$ cat src/rtl/video_pattern_generator_pkg.sv
// Shared video timing constants, pattern encodings and the per-pixel pattern function
// used by the pattern generator and its bench.
package video_pattern_generator_pkg;

  localparam int H_DISPLAY_DEFAULT = 640;
  localparam int V_DISPLAY_DEFAULT = 480;
  localparam int RGB_W             = 3;

  typedef enum logic [1:0] {
    PAT_BARS   = 2'd0,
    PAT_CHECK  = 2'd1,
    PAT_GRID   = 2'd2,
    PAT_SCROLL = 2'd3
  } pattern_e;

  function automatic logic [RGB_W-1:0] pattern_pixel(
    input pattern_e   pat,
    input logic [9:0] hpos,
    input logic [9:0] vpos,
    input logic [7:0] frame_cnt,
    input logic [9:0] h_last,
    input logic [9:0] v_last
  );
    logic [RGB_W-1:0] pix;
    pix = '0;
    case (pat)
      PAT_BARS:  pix = hpos[8:6];
      PAT_CHECK: pix = {RGB_W{hpos[5] ^ vpos[5]}};
      PAT_GRID:  pix = ((hpos[4:0] == 5'd0) || (vpos[4:0] == 5'd0) ||
                        (hpos == h_last) || (vpos == v_last)) ? '1 : '0;
      // 10-bit sum wraps modulo 1024 before the bar index is taken
      PAT_SCROLL: pix = RGB_W'(({2'b00, frame_cnt} + hpos) >> 6);
      default:   pix = '0;
    endcase
    return pix;
  endfunction

endpackage

$ cat src/rtl/video_pattern_generator_if.sv
// Pixel bus between the sync generator and the pattern generator.
// master drives timing and reads the pins; slave is the pattern stage.
interface video_pattern_generator_if;
  import video_pattern_generator_pkg::*;

  logic [9:0]       hpos;
  logic [9:0]       vpos;
  logic             display_on;
  logic             hsync_in;
  logic             vsync_in;
  logic [RGB_W-1:0] rgb;
  logic             hsync;
  logic             vsync;
  logic [1:0]       mode;

  modport master (
    output hpos, vpos, display_on, hsync_in, vsync_in,
    input  rgb, hsync, vsync, mode
  );

  modport slave (
    input  hpos, vpos, display_on, hsync_in, vsync_in,
    output rgb, hsync, vsync, mode
  );
endinterface

$ cat src/rtl/video_pattern_generator_button_debouncer.sv
// Raw push-button to single-cycle press pulse: 2-FF synchroniser, hold-time
// debouncer and rising-edge detect on the accepted level.
module button_debouncer
  import video_pattern_generator_pkg::*;
#(
  parameter int DEBOUNCE_CYCLES = 250000
) (
  input  logic clk_i,
  input  logic rst_ni,
  input  logic btn_i,
  output logic press_o
);

  localparam int CNT_W = (DEBOUNCE_CYCLES > 2) ? $clog2(DEBOUNCE_CYCLES) : 1;
  localparam logic [CNT_W-1:0] CNT_LAST = CNT_W'(DEBOUNCE_CYCLES - 1);

  logic             sync1_q, sync2_q;
  logic             stable_q, stable_d;
  logic [CNT_W-1:0] cnt_q, cnt_d;
  logic             accept;

  always_comb begin
    accept   = (sync2_q != stable_q) && (cnt_q == CNT_LAST);
    stable_d = stable_q;
    cnt_d    = '0;
    if (sync2_q != stable_q) begin
      if (accept) begin
        stable_d = sync2_q;
      end else begin
        cnt_d = cnt_q + CNT_W'(1);
      end
    end
  end

  // Pulse coincides with the edge that flips the accepted level to 1.
  assign press_o = accept & sync2_q;

  always_ff @(posedge clk_i) begin
    if (!rst_ni) begin
      sync1_q  <= 1'b0;
      sync2_q  <= 1'b0;
      stable_q <= 1'b0;
      cnt_q    <= '0;
    end else begin
      sync1_q  <= btn_i;
      sync2_q  <= sync1_q;
      stable_q <= stable_d;
      cnt_q    <= cnt_d;
    end
  end

endmodule

$ cat src/rtl/video_pattern_generator.sv
// Pixel stage after the sync generator: test-pattern mux, frame-tick detect,
// button-selected mode applied at frame start, and one-cycle output register.
module video_pattern_generator
  import video_pattern_generator_pkg::*;
#(
  parameter int DEBOUNCE_CYCLES = 250000,
  parameter int H_DISPLAY       = H_DISPLAY_DEFAULT,
  parameter int V_DISPLAY       = V_DISPLAY_DEFAULT
) (
  input  logic                        clk,
  input  logic                        reset,
  input  logic                        btn,
  video_pattern_generator_if.slave    vid
);

  localparam logic [9:0] H_LAST = 10'(H_DISPLAY - 1);
  localparam logic [9:0] V_LAST = 10'(V_DISPLAY - 1);

  logic [RGB_W-1:0] rgb_q, rgb_d;
  logic             hsync_q, vsync_q;
  logic             vsync_prev_q;
  logic [1:0]       mode_q, mode_d;
  logic [1:0]       pending_q, pending_d;
  logic [7:0]       frame_q, frame_d;
  logic             frame_tick;
  logic             press;
  logic [RGB_W-1:0] pix;

  button_debouncer #(
    .DEBOUNCE_CYCLES(DEBOUNCE_CYCLES)
  ) u_btn (
    .clk_i  (clk),
    .rst_ni (reset),
    .btn_i  (btn),
    .press_o(press)
  );

  always_comb begin
    frame_tick = vid.vsync_in & ~vsync_prev_q;
    pix        = pattern_pixel(pattern_e'(mode_q), vid.hpos, vid.vpos, frame_q, H_LAST, V_LAST);
    rgb_d      = vid.display_on ? pix : '0;
    // A press on the tick edge lands in pending only after mode has sampled it.
    mode_d     = frame_tick ? pending_q : mode_q;
    pending_d  = press ? pending_q + 2'd1 : pending_q;
    frame_d    = frame_tick ? frame_q + 8'd1 : frame_q;
  end

  always_ff @(posedge clk) begin
    if (!reset) begin
      rgb_q        <= '0;
      hsync_q      <= 1'b0;
      vsync_q      <= 1'b0;
      vsync_prev_q <= 1'b1;
      mode_q       <= '0;
      pending_q    <= '0;
      frame_q      <= '0;
    end else begin
      rgb_q        <= rgb_d;
      hsync_q      <= vid.hsync_in;
      vsync_q      <= vid.vsync_in;
      vsync_prev_q <= vid.vsync_in;
      mode_q       <= mode_d;
      pending_q    <= pending_d;
      frame_q      <= frame_d;
    end
  end

  assign vid.rgb   = rgb_q;
  assign vid.hsync = hsync_q;
  assign vid.vsync = vsync_q;
  assign vid.mode  = mode_q;

endmodule

$ cat src/flat_wrapper.sv
// flat-port wrapper written by rule: the top's interface ports become plain ports
module video_pattern_generator_flat import video_pattern_generator_pkg::*;
#(
  parameter int DEBOUNCE_CYCLES = 250000,
  parameter int H_DISPLAY       = H_DISPLAY_DEFAULT,
  parameter int V_DISPLAY       = V_DISPLAY_DEFAULT
)
  (clk, reset, btn, vid_hpos, vid_vpos, vid_display_on, vid_hsync_in, vid_vsync_in, vid_rgb, vid_hsync, vid_vsync, vid_mode);
  video_pattern_generator_if vid_i ();
  input  logic clk;
  input  logic reset;
  input  logic btn;
  input wire logic [$bits(vid_i.hpos)-1:0] vid_hpos;
  input wire logic [$bits(vid_i.vpos)-1:0] vid_vpos;
  input wire logic [$bits(vid_i.display_on)-1:0] vid_display_on;
  input wire logic [$bits(vid_i.hsync_in)-1:0] vid_hsync_in;
  input wire logic [$bits(vid_i.vsync_in)-1:0] vid_vsync_in;
  output wire logic [$bits(vid_i.rgb)-1:0] vid_rgb;
  output wire logic [$bits(vid_i.hsync)-1:0] vid_hsync;
  output wire logic [$bits(vid_i.vsync)-1:0] vid_vsync;
  output wire logic [$bits(vid_i.mode)-1:0] vid_mode;
  assign vid_i.hpos = vid_hpos;
  assign vid_i.vpos = vid_vpos;
  assign vid_i.display_on = vid_display_on;
  assign vid_i.hsync_in = vid_hsync_in;
  assign vid_i.vsync_in = vid_vsync_in;
  assign vid_rgb = vid_i.rgb;
  assign vid_hsync = vid_i.hsync;
  assign vid_vsync = vid_i.vsync;
  assign vid_mode = vid_i.mode;
  video_pattern_generator #(.DEBOUNCE_CYCLES(DEBOUNCE_CYCLES), .H_DISPLAY(H_DISPLAY), .V_DISPLAY(V_DISPLAY)) u_core (.clk(clk), .reset(reset), .btn(btn), .vid(vid_i));
endmodule
$ cat config.mk
export PLATFORM = sky130hd
export DESIGN_NAME = video_pattern_generator_flat
export DESIGN_NICKNAME = d
export VERILOG_FILES = /design/src/rtl/video_pattern_generator_pkg.sv /design/src/rtl/video_pattern_generator_if.sv /design/src/rtl/video_pattern_generator_button_debouncer.sv /design/src/rtl/video_pattern_generator.sv /design/src/flat_wrapper.sv
export SDC_FILE = /design/constraint.sdc
export NUM_CORES = 1
export LEC_CHECK = 0
export ABC_AREA = 1
export CAP_MARGIN = 20
export CORE_MARGIN = 8
export CORE_UTILIZATION = 30
export DETAILED_ROUTE_END_ITERATION = 10
export PLACE_DENSITY = 0.53
export SLEW_MARGIN = 40
export SYNTH_ARGS = -nofsm -noshare
export SYNTH_HDL_FRONTEND = slang
export SYNTH_SLANG_ARGS = --single-unit
$ cat constraint.sdc
create_clock -name clk -period 3.4 [get_ports clk]
set_input_delay 0.85 -clock clk [delete_from_list [all_inputs] [get_ports clk]]
set_output_delay 0.85 -clock clk [all_outputs]
set_load 0.005 [all_outputs]
==> summary by stage, run 1 <==
Place
The total placed cells including tap cells is 436. The total of buffers placed on input and output ports is 32. The global placer's final weighted congestion is 0.7918.

The estimated wirelength of the detail-placed design is 3760 µm.

Global route
The total overflow left after global routing is 0. Entering global routing, the biggest net connects 19 pins. The initial antenna violation count is 0.

The number of global-route vias before repair came to 1957. The overall routing resource usage is 10.29%. The wire length of the first global-routing pass is 8452 µm.

Floorplanning
The core box area is 0.006794 mm². 33 I/O pins were placed. For this configuration, the core starts out at a cell density of 30.99%. In this run the horizontal extent of the chip is 99.78 µm. The full die area is 0.009956 mm².

The y dimension of the die is 99.78 µm. The count of standard-cell rows is 30.

Final layout
After the flow finishes, the layout carries non-filler instances totaling 444. Leaving out fill and tap cells, the most frequent cell in the layout is sky130_fd_sc_hd__nand2_1. The final layout contains 382 nets. The library cells used most frequently in the layout, excluding fill and tap cells, are sky130_fd_sc_hd__nand2_1, sky130_fd_sc_hd__nor2_1, sky130_fd_sc_hd__inv_1. The number of antenna diodes in the final layout is 0. In the final layout, the share of cells above drive strength 1 is 6.609%. The area growth from synthesis to layout is 25.85%. The count of filler cells inserted in the layout is 727.

Drt
Wires add up to 4742 µm. The count of nets left with antenna violations after detail routing is 0. For this block, the initial DRC count from the detailed router was 80. The number of vias per cell after detailed routing is 4.351. The pre-antenna-repair detailed-routing pass consisted of 7 iterations.

The final route contains 1932 vias. The DRC violation count after routing is 0. In the final routed layout, each cell accounts on average for 10.68 µm.

STA
The time the final worst path needs with I/O delays and setup is 2182 ps. The post-route clock skew is 9.073 ps. The final hold violation count is 0. The count of pins over their slew limit came to 0.

Setup repair after global routing left no endpoint under its margin. The pin slew with the least headroom to its limit is 435.4 ps. Setup violations remaining at the end of the flow were counted as 0. The setup TNS is 0 ps. The worst path uses 64.17% of the clock period.

The worst pin sits at a relative slew slack of 70.66%. The maximum operating frequency is 458.3 MHz.

Critical path
STA classifies the critical path endpoint as an output pin. In this design, the largest share of critical-path delay is due to buffers and inverters. The type of the worst setup path is flop to output pin. The required time of the critical path is 2550 ps.

The category of the worst setup path launch point is a flop. Of all nets on the critical path, the largest fanout is 6. The critical path goes through clkdlybuf4s50_1. Among all stages on the critical path, the largest delay is contributed by sky130_fd_sc_hd__clkdlybuf4s50_1. The sum of buffers and inverters on the critical path is 1.

The largest stage delay on the critical path is 560 ps. STA puts the critical path data arrival time at 1330 ps.

Clocking
After clock tree synthesis, the clock-pin slew on the worst setup and hold paths is 80 ps. The largest buffer count on any clock path is 2. The number of sinks on the clock net is 39. The number of buffers added to fix hold violations after cts is 0. Post-CTS timing repair inserted 0 buffers for setup. The post-cts gate resize count is 0. The clock latency on the worst-skew pair is 290 ps. TritonCTS built the clock tree. CTS built an H-tree with a depth of 2. In this run the clock root is driven by a sky130_fd_sc_hd__clkbuf_8. The number of buffers inserted during clock tree synthesis is 5.

Run status
The flow ran to the end, and the final reports show no timing, DRC or antenna violations.

Synthesis
Synthesis produced a netlist with a net count of 345. After synthesis the netlist holds a flip-flop and latch count of 39. Of all cell types, the one taking the most synthesized area is sky130_fd_sc_hd__dfxtp_1. Averaged over all synthesized cells, the footprint is 6.793 µm². The count of unique library cells instantiated by Yosys is 27. The post-synthesis simple-gate area fraction is 36.54%. The multiplexer share of the synthesized area is 0%. The gate count after technology mapping is 310. The main combinational cell family by area after synthesis is simple AND/OR/NAND/NOR gates.

After synthesis the cells add up to 0.002106 mm². The portion of synthesized cell area occupied by the leading cell type is 37.08%. Summing the areas of all fa, ha and maj instances in the mapped netlist gives 5.348% of the synthesized area. For this run, the register share of the synthesized area comes to 37.08%. Summing the areas of all xor and xnor instances in the mapped netlist gives 4.100% of the synthesized area. Summing the areas of all compound-gate instances in the mapped netlist gives 7.962% of the synthesized area. After synthesis, the cell types taking the most area are sky130_fd_sc_hd__dfxtp_1, sky130_fd_sc_hd__nand2_1, sky130_fd_sc_hd__nor2_1.

For this run, the number of Yosys warnings is 0.

Power
The static leakage is 1.087 nW. The worst voltage drop across the vdd grid is 0.1810 mV. Power spread over the standard cell area amounts to 357.9 mW/mm². After layout, the design draws a total of 0.9485 mW.

Run
Max-cap violations in this run came to 0.

Worst hold path
The class of the tightest hold or removal check is flop to flop.
==> flip-flops by register name (all words and copies together) (netlist names) <==
register	flops
u_core.u_btn.cnt_q	18
u_core.frame_q	8
u_core.vid.rgb	3
u_core.pending_q	2
u_core.vid.mode	2
u_core.u_btn.stable_q	1
u_core.u_btn.sync1_q	1
u_core.u_btn.sync2_q	1
u_core.vid.hsync	1
u_core.vid.vsync	1
u_core.vsync_prev_q	1
==> cell usage after synthesis (all sizes together) <==
cell type	number
a21o	1
a21oi	20
and3	1
buf	2
clkbuf	1
dfxtp	39
ha	9
inv	45
nand2	71
nand3	19
nand3b	3
nand4	7
nor2	49
nor3	16
nor3b	1
o21ai	12
or2	5
xnor2	2
xor2	7
==> worst paths after layout <==
path | from | to | slack (ps) | cells after the start
setup reg to reg | u_core.u_btn.cnt_q[0]$_SDFF_PP0_ | u_core.u_btn.cnt_q[10]$_SDFF_PP0_ | 1700 | 8
hold reg to reg | u_core.u_btn.sync1_q$_SDFF_PN0_ | u_core.u_btn.sync2_q$_SDFF_PN0_ | 420 | 2
hold / removal | u_core.u_btn.sync1_q$_SDFF_PN0_ | u_core.u_btn.sync2_q$_SDFF_PN0_ | 420 | 2
setup / recovery | u_core.vid.mode[1]$_SDFFE_PN0P_ | vid_mode[1] | 1220 | 1
==> cells by family after synthesis <==
group | Yosys count
AND/OR/NAND/NOR | 172
buffers and inverters | 48
flip-flops | 39
AO/OA/AOI/OAI | 33
XOR/XNOR | 9
adder cells (fa/ha/maj) | 9
==> through the flow <==
stage / cell area (µm²) / worst slack (ps) / hold WS [ps] / utilization, %
floorplan: 2106 / 1604 / 390.5 / -
global placement: 2534 / 994.9 / 396.8 / 37.29
detailed placement: 2534 / 981.2 / 401.9 / 37.29
CTS: 2650 / 1197 / 423.2 / 39.01
global route: 2650 / 1130 / 465.8 / 39.01
finish: 2650 / 1218 / 421.0 / 39.01
==> per-layer routing <==
layer  wire length (µm)  vias up  part of all wire [%]  track usage [%]
met1               2393      846                    50            12.94
li1                   -     1055                     -                -
met2               2120       27                    45            16.06
met3                184        4                   3.9            3.668
met5                  0        -                     0                0
met4                 42        0                  0.89            3.027
==> where the power goes <==
group	internal, mW	switching, mW
Clock	0.222	0.177
Sequential	0.464	0.00550
Combinational	0.0461	0.0338
Total	0.732	0.216
==> layout make-up <==
type | count | area, µm² | share of cell area (%)
Clock buffer | 5 | 68.82 | 2.597
Clock inverter | 3 | 47.55 | 1.794
Inverter | 45 | 168.9 | 6.374
Multi-Input combinational cell | 223 | 1136 | 42.87
Sequential cell | 39 | 780.7 | 29.46
Tap cell | 96 | 120.1 | 4.533
Timing Repair Buffer | 33 | 327.8 | 12.37
No activity file was read; power rests on OpenSTA's default activity.
==> run 2, diff against run 1 <==
Settings changed: PLACE_DENSITY 0.53 to 0.54.
Clock period 3.4 ns to 1.9 ns, I/O delays scaled along.
==> summary by stage, run 2 (synthesized netlist as in run 1, its figures left out) <==
Floorplanning
The top-level port count is 33. The full die area is 0.009956 mm². After floorplanning, the core was sized to cover 0.006794 mm². The y dimension of the die is 99.78 µm. The effective utilization at floorplan is 30.99%. The initialized floorplan defines 30 standard-cell rows. The x dimension of the die is 99.78 µm.

Power
The fraction of power spent switching nets is 22.86%. The analysis attributes to cell leakage a power of 1.156 nW. The internal power of the cells totals 1.323 mW. Per report_power, the sequential group accounts for 48.9% of the total. The combinational share of power is 9.3%.

IR analysis of the VDD net gives a maximum drop of 0.3251 mV. Power spread over the standard cell area amounts to 622.5 mW/mm². In this run the power spent charging and discharging nets is 0.3920 mW. The clock network is responsible for 41.8% of the overall power.

Worst hold path
The hold path startpoint is u_core.u_btn.sync1_q$_SDFF_PN0_. The class of the tightest hold or removal check is flop to flop. The worst-case hold path end point is u_core.u_btn.sync2_q$_SDFF_PN0_. The worst hold path passes through 2 cells.

Critical path
The type of the worst setup path is flop to flop. The largest fanout on the critical path is 18. The number of cells on the worst reg-to-reg path is 8. The worst setup path is captured at a flop. The category of the worst setup path launch point is a flop. The arrival time reported for the critical path endpoint is 1880 ps. The end of the worst register-to-register path is u_core.u_btn.cnt_q[10]$_SDFF_PP0_. STA puts the critical path data required time at 2070 ps. The startpoint identified for the worst register-to-register timing path is u_core.u_btn.cnt_q[0]$_SDFF_PP0_. The slack of the worst reg-to-reg path is 190 ps.

Final layout
From synthesis to final layout, the design area changed by 30.84%. The area used by multi-input combinational logic is 0.001136 mm². The post-layout net count is 396. With fillers left out, the area of the finished cells amounts to 0.002755 mm².

The register with the most flip-flops in the layout has 18 of them. In the layout the commonest cells are sky130_fd_sc_hd__nand2_1, sky130_fd_sc_hd__nor2_1, sky130_fd_sc_hd__inv_1. The library cell used most frequently in the layout, excluding fill and tap cells, is sky130_fd_sc_hd__nand2_1. Counting flops per register, the top entry is u_core.u_btn.cnt_q. At the end of the flow the core is filled with cells to 40.55%. The register cell area after layout is 780.7 µm².

The share of cells above drive strength 1 is 10.22%. The layout has 722 filler cells. 0 antenna diodes ended up in the layout.

Clocking
The tree is rooted in a sky130_fd_sc_hd__clkbuf_8. Clock-pin slew was measured on the worst setup and hold paths at 90 ps. The number of sinks on the clock net is 39. The number of clock buffers added by TritonCTS is 5. Buffers added to address setup during post-CTS repair amount to 0.

The number of H-tree levels is 2. TritonCTS built the clock tree. Clock latency on the worst-skew pair, taken at its later pin, is 290 ps.

In this run, post-CTS repair resized a total of 0 instances. The number of hold buffers added after CTS was 0. The clock passes through at most 2 buffers.

Place
The global placer's final weighted congestion is 0.7922. Summed over all nets, the half-perimeter wirelength after detailed placement is 3862 µm. Buffers placed on the I/O ports in this run total 32. The standard cell area after detailed placement is 0.002639 mm².

STA
The post-route clock skew is 6.648 ps. Headroom to the max-slew limit came out at 70.57%. Setup violations remaining at the end of the flow were counted as 0. The maximum operating frequency is 585.7 MHz. For the finished layout, the period the worst path requires is 1707 ps.

The final hold violation count was 0. The share of the clock period used by the worst path after layout is 89.86%. Setup repair after global routing left no endpoint under its margin. For the pin with the worst max-slew slack, the measured transition is 436.8 ps. The count of pins over their slew limit was 0.

Global route
The initial antenna violation count was 0. Global routing used 10.46% of the available tracks. The total grt overflow is 0. Entering global routing, the biggest net connects 19 pins. The number of global-route vias before repair was 1918. The first global-routing pass estimated 8590 µm of wire.

Drt
The routed length per placed instance is 10.49 µm. The number of violations reported at the end of detailed-routing iteration 0 is 60. The DRC violation count after routing is 0. The detail route stage leaves a number of antenna-violating nets equal to 0. The total wirelength of the detailed-routed design is 4804 µm. The length of the first detailed-routing pass in iterations is 4. In the routed layout, each cell is associated on average with a via count of 4.317. Summing over every cut layer, the via total after detailed routing is 1977.

Run
The max-capacitance violation count is 0.

Run status
The run finished with clean final reports.
## run 2: per-layer routing
layer / up-vias / global-route usage, % / share of wire, %
li1: 1086 / - / -
met1: 865 / 13.40 / 51
met2: 21 / 16.73 / 45
met3: 5 / 2.699 / 3.3
met4: 0 / 3.143 / 0.96
met5: - / 0 / 0
## run 2: per-stage QoR
step                setup WS, ps  power, mW  cells  TNS, ps  hold slack, ps
floorplan                  418.2     0.9127    310        0           390.5
global placement          -48.95      1.020    450   -190.6           394.6
global route              0.8553      1.802    458        0           448.6
CTS                        159.6      1.754    458        0           421.5
detailed placement        -92.02      1.020    450   -330.0           399.1
finish                     192.6      1.715    458        0           417.8
## run 2: power by group through the flow
stage / clock (mW) / sequential [mW] / combinational (mW)
floorplan: 0 / 0.858 / 0.0549
global placement: 0 / 0.858 / 0.161
detailed placement: 0 / 0.859 / 0.161
CTS: 0.753 / 0.839 / 0.162
global route: 0.781 / 0.842 / 0.179
finish: 0.717 / 0.839 / 0.160
## run 2: final cells by class
| class | instances | area share [%] |
|---|---|---|
| timing repair buffer | 47 | 15.71 |
| inverter | 45 | 6.131 |
| tap | 96 | 4.360 |
| clock buffer | 5 | 2.498 |
| clock inverter | 3 | 1.726 |
| sequential | 39 | 28.34 |
| multi-input combinational | 223 | 41.24 |
## run 2: worst max path at each step
stage / start / to / depth (start not counted)
after detailed placement: vid_hpos[5] / u_core.vid.rgb[2]$_SDFF_PN0_ / 11
final: u_core.u_btn.cnt_q[0]$_SDFF_PP0_ / u_core.u_btn.cnt_q[10]$_SDFF_PP0_ / 8
after global routing: u_core.u_btn.cnt_q[0]$_SDFF_PP0_ / u_core.u_btn.cnt_q[15]$_SDFF_PP0_ / 8
after floorplan: u_core.u_btn.cnt_q[0]$_SDFF_PP0_ / u_core.u_btn.cnt_q[15]$_SDFF_PP0_ / 9
after CTS: u_core.u_btn.cnt_q[0]$_SDFF_PP0_ / u_core.u_btn.cnt_q[10]$_SDFF_PP0_ / 8
after global placement: vid_hpos[3] / u_core.vid.rgb[2]$_SDFF_PN0_ / 9
## run 2: critical path, stage by stage (launching register included)
cell and delay (ps):
sky130_fd_sc_hd__dfxtp_1 410, sky130_fd_sc_hd__ha_1 240, sky130_fd_sc_hd__nand3_2 130, sky130_fd_sc_hd__nor2_1 160
sky130_fd_sc_hd__nand4_1 130, sky130_fd_sc_hd__nor2_2 200, sky130_fd_sc_hd__nor2_2 70, sky130_fd_sc_hd__nand2_4 180
sky130_fd_sc_hd__nor3_1 70
==> run 3, diff against run 2 <==
Settings changed: CORE_MARGIN 8 to 5.
==> summary by stage, run 3 (synthesized netlist as in run 1, its figures left out) <==
Critical path
In this run the number of cells on the critical path is 1. The worst register-to-register path has a depth of 8. The capturing element type of the critical path is an output pin. The endpoint of the worst setup timing path is vid_mode[0]. The number of buffers and inverters on the critical path is 1.

The end of the worst register-to-register path is u_core.u_btn.cnt_q[15]$_SDFF_PP0_. The launching instance or port of the critical path is u_core.vid.mode[0]$_SDFFE_PN0P_. The kind of cell with the highest combined delay on the critical path is buffers and inverters. For this run, the slowest stage of the critical path takes 540 ps. The critical path in this run is classified as flop to output pin.

The category of the worst setup path launch point is a flop. At the worst endpoint, the arrival time is 1250 ps. Along the worst path, the maximum fanout reaches 5.

Walking the worst path, the cells encountered are clkdlybuf4s50_1. The slack of the worst reg-to-reg path is 230 ps. The required time of the critical path is 1420 ps. For this design, the slowest cell found on the critical path is sky130_fd_sc_hd__clkdlybuf4s50_1.

The startpoint identified for the worst register-to-register timing path is u_core.u_btn.cnt_q[0]$_SDFF_PP0_.

Floorplanning
Once the floorplan was initialized, standard cells occupied 30.82% of the core. The y dimension of the die is 93.78 µm. In this run the core area contains 30 standard-cell rows. From left edge to right edge, the die measures 93.78 µm. The total area inside the core boundary comes to 0.006832 mm².

The top-level port count is 33. The floorplan step defined a die boundary enclosing 0.008795 mm².

STA
The final hold violation count was 0. The time the final worst path needs with I/O delays and setup is 1729 ps. Setup repair after global routing left no endpoint under its margin. In the final timing run, aggregate negative setup slack is 0 ps. The maximum operating frequency is 578.4 MHz. The count of pins over their slew limit is 0. The share of the clock period used by the worst path after layout is 91.00%. Setup violations remaining at the end of the flow were counted as 0. The post-route clock skew is 7.093 ps. At the pin with the least slew margin, the transition time is 430.4 ps. The worst slew slack as a fraction of its limit is 71.00%. The minimum setup slack in the final design is 171.1 ps.

Power
The post-layout total power is 1.823 mW. The clock share of power is 45.7%. The part of the total power dissipated in sequential elements is 46.0%. VDD sags by at most 0.4738 mV. Net switching is 20.87% of the power.

For this design the total switching power over the nets is 0.3804 mW. In this run, the combinational gates consume 8.3% of the power. The cell-internal power is 1.443 mW. The power density normalized to cell area is 665.9 mW/mm². The analysis attributes to cell leakage a power of 1.137 nW.

Drt
The DRC violation count after routing is 0. The routed length per placed instance is 10.52 µm. The length of the first detailed-routing pass in iterations is 4. In the routed layout, each cell is associated on average with a via count of 4.391. The count of nets left with antenna violations after detail routing is 0.

For this block, the initial DRC count from the detailed router was 73. The total vias in the final route is 1989. The total wirelength of the detailed-routed design is 4766 µm.

Global route
Entering global routing, the biggest net connects 19 pins. The overall routing resource usage is 11.60%. The total grt overflow is 0.

The wire length of the first global-routing pass is 8293 µm. The initial antenna violation count is 0. The number of global-route vias before repair is 1840.

Final layout
The number of flip-flops in the largest register is 18. The register with the highest flop count is u_core.u_btn.cnt_q. Measured on the finished design, the core utilization comes to 40.07%. The library cell used most frequently in the layout, excluding fill and tap cells, is sky130_fd_sc_hd__nand2_1. The top cell types in the final layout, fill and taps aside, are sky130_fd_sc_hd__nand2_1, sky130_fd_sc_hd__nor2_1, sky130_fd_sc_hd__inv_1.

The diode insertion count for antenna repair is 0. The area growth from synthesis to layout is 30.01%. The post-layout net count is 391.

The share of cells above drive strength 1 is 8.964%.

Run status
The run finished with clean final reports.

Place
The HPWL after detailed placement is 3772 µm. The congestion estimate from routability-driven global placement came to 0.8368. The count of buffers added on input and output ports is 32. The worst slack at placement is -92.86 ps.

Worst hold path
The hold path startpoint is u_core.u_btn.sync1_q$_SDFF_PN0_. The class of the tightest hold or removal check is flop to flop. The worst hold path cell count is 2.

Clocking
The number of H-tree levels is 2. The number of sinks on the clock net is 39. The clock latency on the worst-skew pair is 290 ps. The buffer type at the clock tree root is sky130_fd_sc_hd__clkbuf_8.

The number of buffers added to fix hold violations after cts is 0. The TritonCTS clock tree is yes. The largest buffer count on any clock path is 2. The post-CTS repair timing setup buffer count is 0. The clock slew seen by the registers of the worst setup and hold paths is 80 ps.

After clock tree synthesis, the repair step resized 0 gates. The number of buffers inserted during clock tree synthesis is 5.

Run
Max-cap violations in this run came to 0.
run 3: cell types whose count changed in the layout (fill, tap and decap cells not counted), sizes merged:
cell and change:
clkinv -1, inv -1, clkinvlp +1, buf -5
bufinv +1
run 3: final cells by class:
class,count,area (µm²)
fill,754,4094
clock buffer,5,68.82
clock inverter,3,67.56
tap,96,120.1
inverter,45,168.9
timing repair buffer,42,395.4
sequential,39,780.7
multi-input combinational,223,1136
run 3: power groups by stage:
stage / Combinational (mW) / Sequential [mW] / Clock, mW
2_1_floorplan: 0.0549 / 0.858 / 0
3_3_place_gp: 0.153 / 0.858 / 0
3_5_place_dp: 0.153 / 0.859 / 0
4_1_cts: 0.154 / 0.840 / 0.862
5_1_grt: 0.169 / 0.841 / 0.895
6_report: 0.152 / 0.839 / 0.832
run 3: metrics by stage:
step	hold WS [ps]	cell area (µm²)	std cells
2_1_floorplan	390.5	2106	310
3_3_place_gp	395.1	2601	445
3_5_place_dp	403.8	2601	445
4_1_cts	424.1	2738	453
5_1_grt	448.9	2738	453
6_report	418.6	2738	453
run 3: worst min path at each step:
stage,end
after floorplan,u_core.u_btn.sync2_q$_SDFF_PN0_
after global placement,u_core.u_btn.sync2_q$_SDFF_PN0_
after detailed placement,u_core.u_btn.sync2_q$_SDFF_PN0_
after CTS,u_core.u_btn.sync2_q$_SDFF_PN0_
after global routing,u_core.u_btn.sync2_q$_SDFF_PN0_
final,u_core.u_btn.sync2_q$_SDFF_PN0_
run 3: worst register-to-register path: cells and delay by family (launching register included):
family                     cells  cell delay (ps)
and+or+nand+nor                7              930
DFF                            1              410
adders and majority gates      1              230
run 3: routing by layer:
| layer | share of wire (%) | routed length (µm) | track usage (%) | up-vias |
|---|---|---|---|---|
| met5 | 0 | 0 | 0 | - |
| met4 | 1.2 | 55 | 3.610 | 0 |
| met3 | 2.9 | 136 | 2.724 | 7 |
| met2 | 45 | 2150 | 18.04 | 29 |
| met1 | 51 | 2424 | 15.79 | 875 |
| li1 | - | - | - | 1078 |
